==> config.mk <==
export PLATFORM = sky130hd
export DESIGN_NAME = alu_arbiter
export DESIGN_NICKNAME = d
export VERILOG_FILES = /design/src/rtl/project_pkg.sv /design/src/rtl/alu.sv /design/src/rtl/alu_arbiter.sv
export SDC_FILE = /design/constraint.sdc
export NUM_CORES = 1
export LEC_CHECK = 0
export ABC_AREA = 1
export CAP_MARGIN = 10
export CORE_MARGIN = 4
export CORE_UTILIZATION = 32
export CTS_CLUSTER_SIZE = 25
export DETAILED_ROUTE_END_ITERATION = 10
export PLACE_DENSITY = 0.56
export REMOVE_ABC_BUFFERS = 1
export SLEW_MARGIN = 20
export SYNTH_ARGS = -nofsm -noshare
export SYNTH_HDL_FRONTEND = slang
export SYNTH_SLANG_ARGS = --single-unit
export TNS_END_PERCENT = 50
==> constraint.sdc <==
create_clock -name clk -period 3.04 [get_ports clk]
set_input_delay 0.304 -clock clk [delete_from_list [all_inputs] [get_ports clk]]
set_output_delay 0.304 -clock clk [all_outputs]
set_load 0.01 [all_outputs]
==> src/rtl/project_pkg.sv <==
// rtl/project_pkg.sv - shared word type, ALU opcodes and arbiter state encoding
package project_pkg;

    typedef logic [7:0] word;

    typedef enum logic [3:0] {
        ALU_NOP = 4'h0,
        ALU_ADD = 4'h1,
        ALU_SUB = 4'h2,
        ALU_AND = 4'h3,
        ALU_OR  = 4'h4,
        ALU_XOR = 4'h5,
        ALU_SLT = 4'h6,
        ALU_SLL = 4'h7,
        ALU_SRL = 4'h8
    } e_alu_op;

    typedef enum logic {
        ARB_IDLE   = 1'b0,
        ARB_LOCKED = 1'b1
    } e_arb_state;

endpackage

==> src/rtl/alu.sv <==
// rtl/alu.sv - combinational 8-bit ALU; unknown opcodes produce 0
module alu
    import project_pkg::*;
(
    input  e_alu_op op,
    input  word     a,
    input  word     b,
    output word     result,
    output logic    zero
);

    always_comb begin
        result = '0;
        case (op)
            ALU_ADD: result = a + b;
            ALU_SUB: result = a - b;
            ALU_AND: result = a & b;
            ALU_OR:  result = a | b;
            ALU_XOR: result = a ^ b;
            // Signed compare: 140 reads as -116
            ALU_SLT: result = {7'b0, $signed(a) < $signed(b)};
            ALU_SLL: result = a << b[2:0];
            ALU_SRL: result = a >> b[2:0];
            default: result = '0;
        endcase
    end

    assign zero = (result == '0);

endmodule

==> src/rtl/alu_arbiter.sv <==
// rtl/alu_arbiter.sv - two-requester round-robin arbiter with lock, sharing one ALU
module alu_arbiter
    import project_pkg::*;
(
    input  logic          clk,
    input  logic          rst,
    input  logic    [1:0] req_valid,
    output logic    [1:0] req_ready,
    input  e_alu_op [1:0] req_op,
    input  word     [1:0] req_a,
    input  word     [1:0] req_b,
    input  logic    [1:0] req_lock,
    output logic    [1:0] rsp_valid,
    input  logic    [1:0] rsp_ready,
    output word     [1:0] rsp_result,
    output logic    [1:0] rsp_zero
);

    e_arb_state state, state_nxt;
    logic       owner, owner_nxt;
    logic       prio;
    logic [1:0] eligible;
    logic [1:0] grant;
    logic       gnt_idx;
    e_alu_op    alu_op;
    word        alu_a, alu_b, alu_result;
    logic       alu_zero;

    // A port may only take a new operation if its result slot frees up this cycle
    always_comb begin
        eligible[0] = req_valid[0] & (~rsp_valid[0] | rsp_ready[0]) &
                      ((state == ARB_IDLE) | ~owner);
        eligible[1] = req_valid[1] & (~rsp_valid[1] | rsp_ready[1]) &
                      ((state == ARB_IDLE) | owner);
    end

    always_comb begin
        grant   = 2'b00;
        gnt_idx = 1'b0;
        if (!rst && eligible != 2'b00) begin
            gnt_idx        = (eligible == 2'b11) ? prio : eligible[1];
            grant[gnt_idx] = 1'b1;
        end
    end

    assign req_ready = grant;

    always_comb begin
        alu_op = ALU_NOP;
        alu_a  = '0;
        alu_b  = '0;
        if (grant != 2'b00) begin
            alu_op = req_op[gnt_idx];
            alu_a  = req_a[gnt_idx];
            alu_b  = req_b[gnt_idx];
        end
    end

    alu u_alu (
        .op     (alu_op),
        .a      (alu_a),
        .b      (alu_b),
        .result (alu_result),
        .zero   (alu_zero)
    );

    // Lock follows the lock bit of whichever transfer happens; in LOCKED only the owner transfers
    always_comb begin
        state_nxt = state;
        owner_nxt = owner;
        if (grant != 2'b00) begin
            state_nxt = req_lock[gnt_idx] ? ARB_LOCKED : ARB_IDLE;
            if (req_lock[gnt_idx])
                owner_nxt = gnt_idx;
        end
    end

    always_ff @(posedge clk) begin
        if (rst) begin
            state      <= ARB_IDLE;
            owner      <= 1'b0;
            prio       <= 1'b0;
            rsp_valid  <= 2'b00;
            rsp_result <= '0;
            rsp_zero   <= 2'b00;
        end else begin
            state <= state_nxt;
            owner <= owner_nxt;
            if (grant != 2'b00)
                prio <= ~gnt_idx;
            for (int i = 0; i < 2; i++) begin
                if (grant[i]) begin
                    rsp_valid[i]  <= 1'b1;
                    rsp_result[i] <= alu_result;
                    rsp_zero[i]   <= alu_zero;
                end else if (rsp_ready[i]) begin
                    rsp_valid[i] <= 1'b0;
                end
            end
        end
    end

endmodule

==> run metrics <==
status=finished with violations; violated checks=setup timing; Initial DRC Count=~240; n_diodes=0; top cells by count, synth=178 x nand2_1, 86 x inv_1, 54 x nor2_1, 41 x nand3_1, 26 x ha_1; RSZ-0062 raised after global routing=yes; post-route setup TNS=-0.307 ns; die area=0.0120 mm²; Port Buf Inserts=between 60 and 70; post-synth cell types=44; core area=~0.01 mm²; leading area contributor after synthesis=nand2_1; Starting Density=between 30 and 40%; row count=36; Hold Crit Start=rsp_result[13]; H-tree depth=1; cts bufs inserted=3; worst setup margin=-0.0781 ns; fillers=just under 1k; main flop type after synthesis=dfxtp_1; initial antenna violation count=0; Hold Slack=~0.46 ns; crit-path leading delay family=simple AND/OR/NAND/NOR gates; Critical R2R Capture=rsp_zero[1]; hold endpoint=rsp_result[13]; worst min path class=flop to flop; fin crit share=103%; Leakage Power=approximately 2.9 nW; Die H=~110 µm; gate count of the mapped netlist=roughly 570; power density cells=307 mW/mm²; slowest stage delay, CP=0.38 ns; f_max=321 MHz; Mapped Area=between 0.003 and 0.004 mm²; Crit path required time=around 3.2 ns; Max Slew Vio Count=0; Placed Instances=847; clock sinks=23; die width=roughly 110 µm; Top Ports=70; CTS tree=done; crit-path max FO=7; first-pass GRT wire length=between 15000 and 20000 µm; Skew-Pair Late Insertion Delay=roughly 0.26 ns; Placer Congestion=about 0.97; root buf cell=clkbuf_8; nature of the critical path endpoint=flop; Slew headroom=74.1%; Max VDD drop=210 µV; vias per cell=around 4.8; Routed wire per std cell=14.0 µm; Worst Path Buf+Inv=7; hold_buf cts=0; r2r worst-path depth=24; Vias=approximately 4.2k; Layout Cells excl Fill=slightly below 900; R2R Setup Slk=-0.08 ns; Final ANT Viol Nets=0; share of the synthesized area in the top cell type=between 20 and 25%; CP cell instances=inv_2, nand2_2, inv_2, nor2_8, nand2_4, nor2_4, buf_6, buf_4, a22oi_2, buf_4, ha_4, inv_2, o31ai_4, xor2_1, inv_1, nand2_1, nand2_1, nor2_2, nand2_2, nor2_2, nand2_1, nor2_2, nand2_2, o21ai_2; final net count=between 800 and 900; number of synthesized flops with an enable pin=0; Tightest Pin Transition=0.388 ns; Final HPWL DP=a little under 10000 µm; CP max-delay cell=dfxtp_4; Critical R2R Launch=owner; CP Launch Type=flop; count leader, synth=nand2_1; Post-Place Worst Slack=-0.765 ns; design area=about 0.0054 mm²; Detailed Route WL=~12000 µm; #FFs+latches synth=23; DR pass1 iterations=4; sequential area share after synthesis=roughly 14%; Final Hold Viols=0; Reg clk slew, reported paths=roughly 0.09 ns; Area growth, synth to finish=63.2%; yosys warns=0; syn_area_per_cell=about 5.8 µm²; drc violations=0; worst setup path class=flop to flop; Setup Skew=0.00781 ns; Synth async-reset ratio=0%; GRT Util Overall=about 21%; Placed Area=0.00475 mm²; global route overflow=0; Final min period=between 3 and 4 ns; max-cap violation count=0; Area contributors post-synth=nand2_1 20%, dfxtp_1 14%, ha_1 9.9%; share of post-route cells with drive strength above 1=approximately a third; Max Root-Sink Buffers=2; critical path arrival=3.31 ns; Cells on Worst Hold Path=2; vias in the first global route=~4k; # setup viols final=5; largest net degree at the start of global routing=17
-- cells in the final DEF, fill, tap and decap left out, drive strengths merged, types with 2 or more instances in the layout --
| cell | n |
|---|---|
| a22oi | 2 |
| nor2 | 66 |
| dfxtp | 23 |
| clkdlybuf4s50 | 64 |
| dlygate4sd2 | 5 |
| nor3 | 2 |
| clkbuf | 3 |
| a21o | 3 |
| a21oi | 22 |
| nand3 | 45 |
| inv | 93 |
| buf | 120 |
| fa | 2 |
| nand4 | 9 |
| or2 | 5 |
| ha | 26 |
| o211ai | 6 |
| o21ai | 27 |
| xor2 | 8 |
| o2111ai | 2 |
| a31oi | 2 |
| clkinv | 4 |
| nand2 | 196 |
-- cell type report --
type,count,area (µm²),share of cell area (%)
clock inverter,1,5.00,0.0932
inverter,96,364,6.78
multi-input combinational,429,2670,49.7
clock buffer,3,41.3,0.769
tap,133,166,3.10
timing repair buffer,189,1650,30.8
sequential,23,468,8.72
-- worst max-delay path by stage --
stage / from / endpoint / slack [ns] / cells past startpoint
detailed placement: rsp_ready[0] / rsp_zero[0] / -0.76 / 20
floorplan: rsp_valid[1] / rsp_zero[0] / -0.47 / 21
finish: owner / rsp_zero[1] / -0.08 / 24
CTS: owner / rsp_zero[0] / -0.08 / 22
global placement: rsp_ready[1] / rsp_zero[0] / -0.79 / 24
global route: owner / rsp_zero[0] / -0.35 / 24
-- metrics by stage --
step	util [%]	total power [mW]
after global routing	54.2	1.77
after floorplan	-	0.847
final	54.2	1.65
after global placement	48.0	1.28
after CTS	51.9	1.57
after detailed placement	48.0	1.28
-- worst register-to-register path, delay by kind of cell, from the launching register on --
family | cells | cell delay (ns)
simple gates | 12 | 1.14
compound gates | 3 | 0.45
buf+inv | 7 | 0.61
xor+xnor | 1 | 0.17
flops | 1 | 0.38
fa+ha+maj | 1 | 0.33
-- layer usage --
| metal | share of wire (%) | routed length (µm) | global-route usage (%) | vias up |
|---|---|---|---|---|
| met5 | 0 | 0 | 0 | - |
| met4 | 3.5 | 429 | 7.84 | 0 |
| met3 | 5.7 | 700 | 1.12 | 29 |
| met2 | 47 | 5740 | 35.2 | 146 |
| met1 | 44 | 5380 | 27.2 | 1876 |
| li1 | - | - | - | 2121 |
-- cells by family (layout without fill, tap and decap cells) --
family / count (synthesis) / in the layout / synth area share (%)
and+or+nand+nor: 323 / 323 / 44.5
DFF: 23 / 23 / 14.0
buffers and inverters: 114 / 289 / 14.7
adders and majority gates: 28 / 28 / 11.1
AOI/OAI and AO/OA: 69 / 69 / 13.3
xor gates and xnor gates: 9 / 9 / 2.40
-- state kept, by name, indices dropped and copies added (netlist names) --
name,cells
owner,1
prio,1
rsp_result,16
rsp_valid,2
rsp_zero,2
state,1
-- what timing repair did --
action,4_1_cts,5_1_grt
gates resized for setup,56,53
pin swaps,43,39
setup buffers,16,8
endpoints found under the setup margin,18,18
-- power breakdown --
group,internal [mW],leakage [nW],switching (mW),total (mW)
sequential,0.330,0.190,0.0179,0.348
clock,0.0913,0.0255,0.0966,0.188
combinational,0.527,2.65,0.583,1.11
No activity file was read; power rests on OpenSTA's default activity.
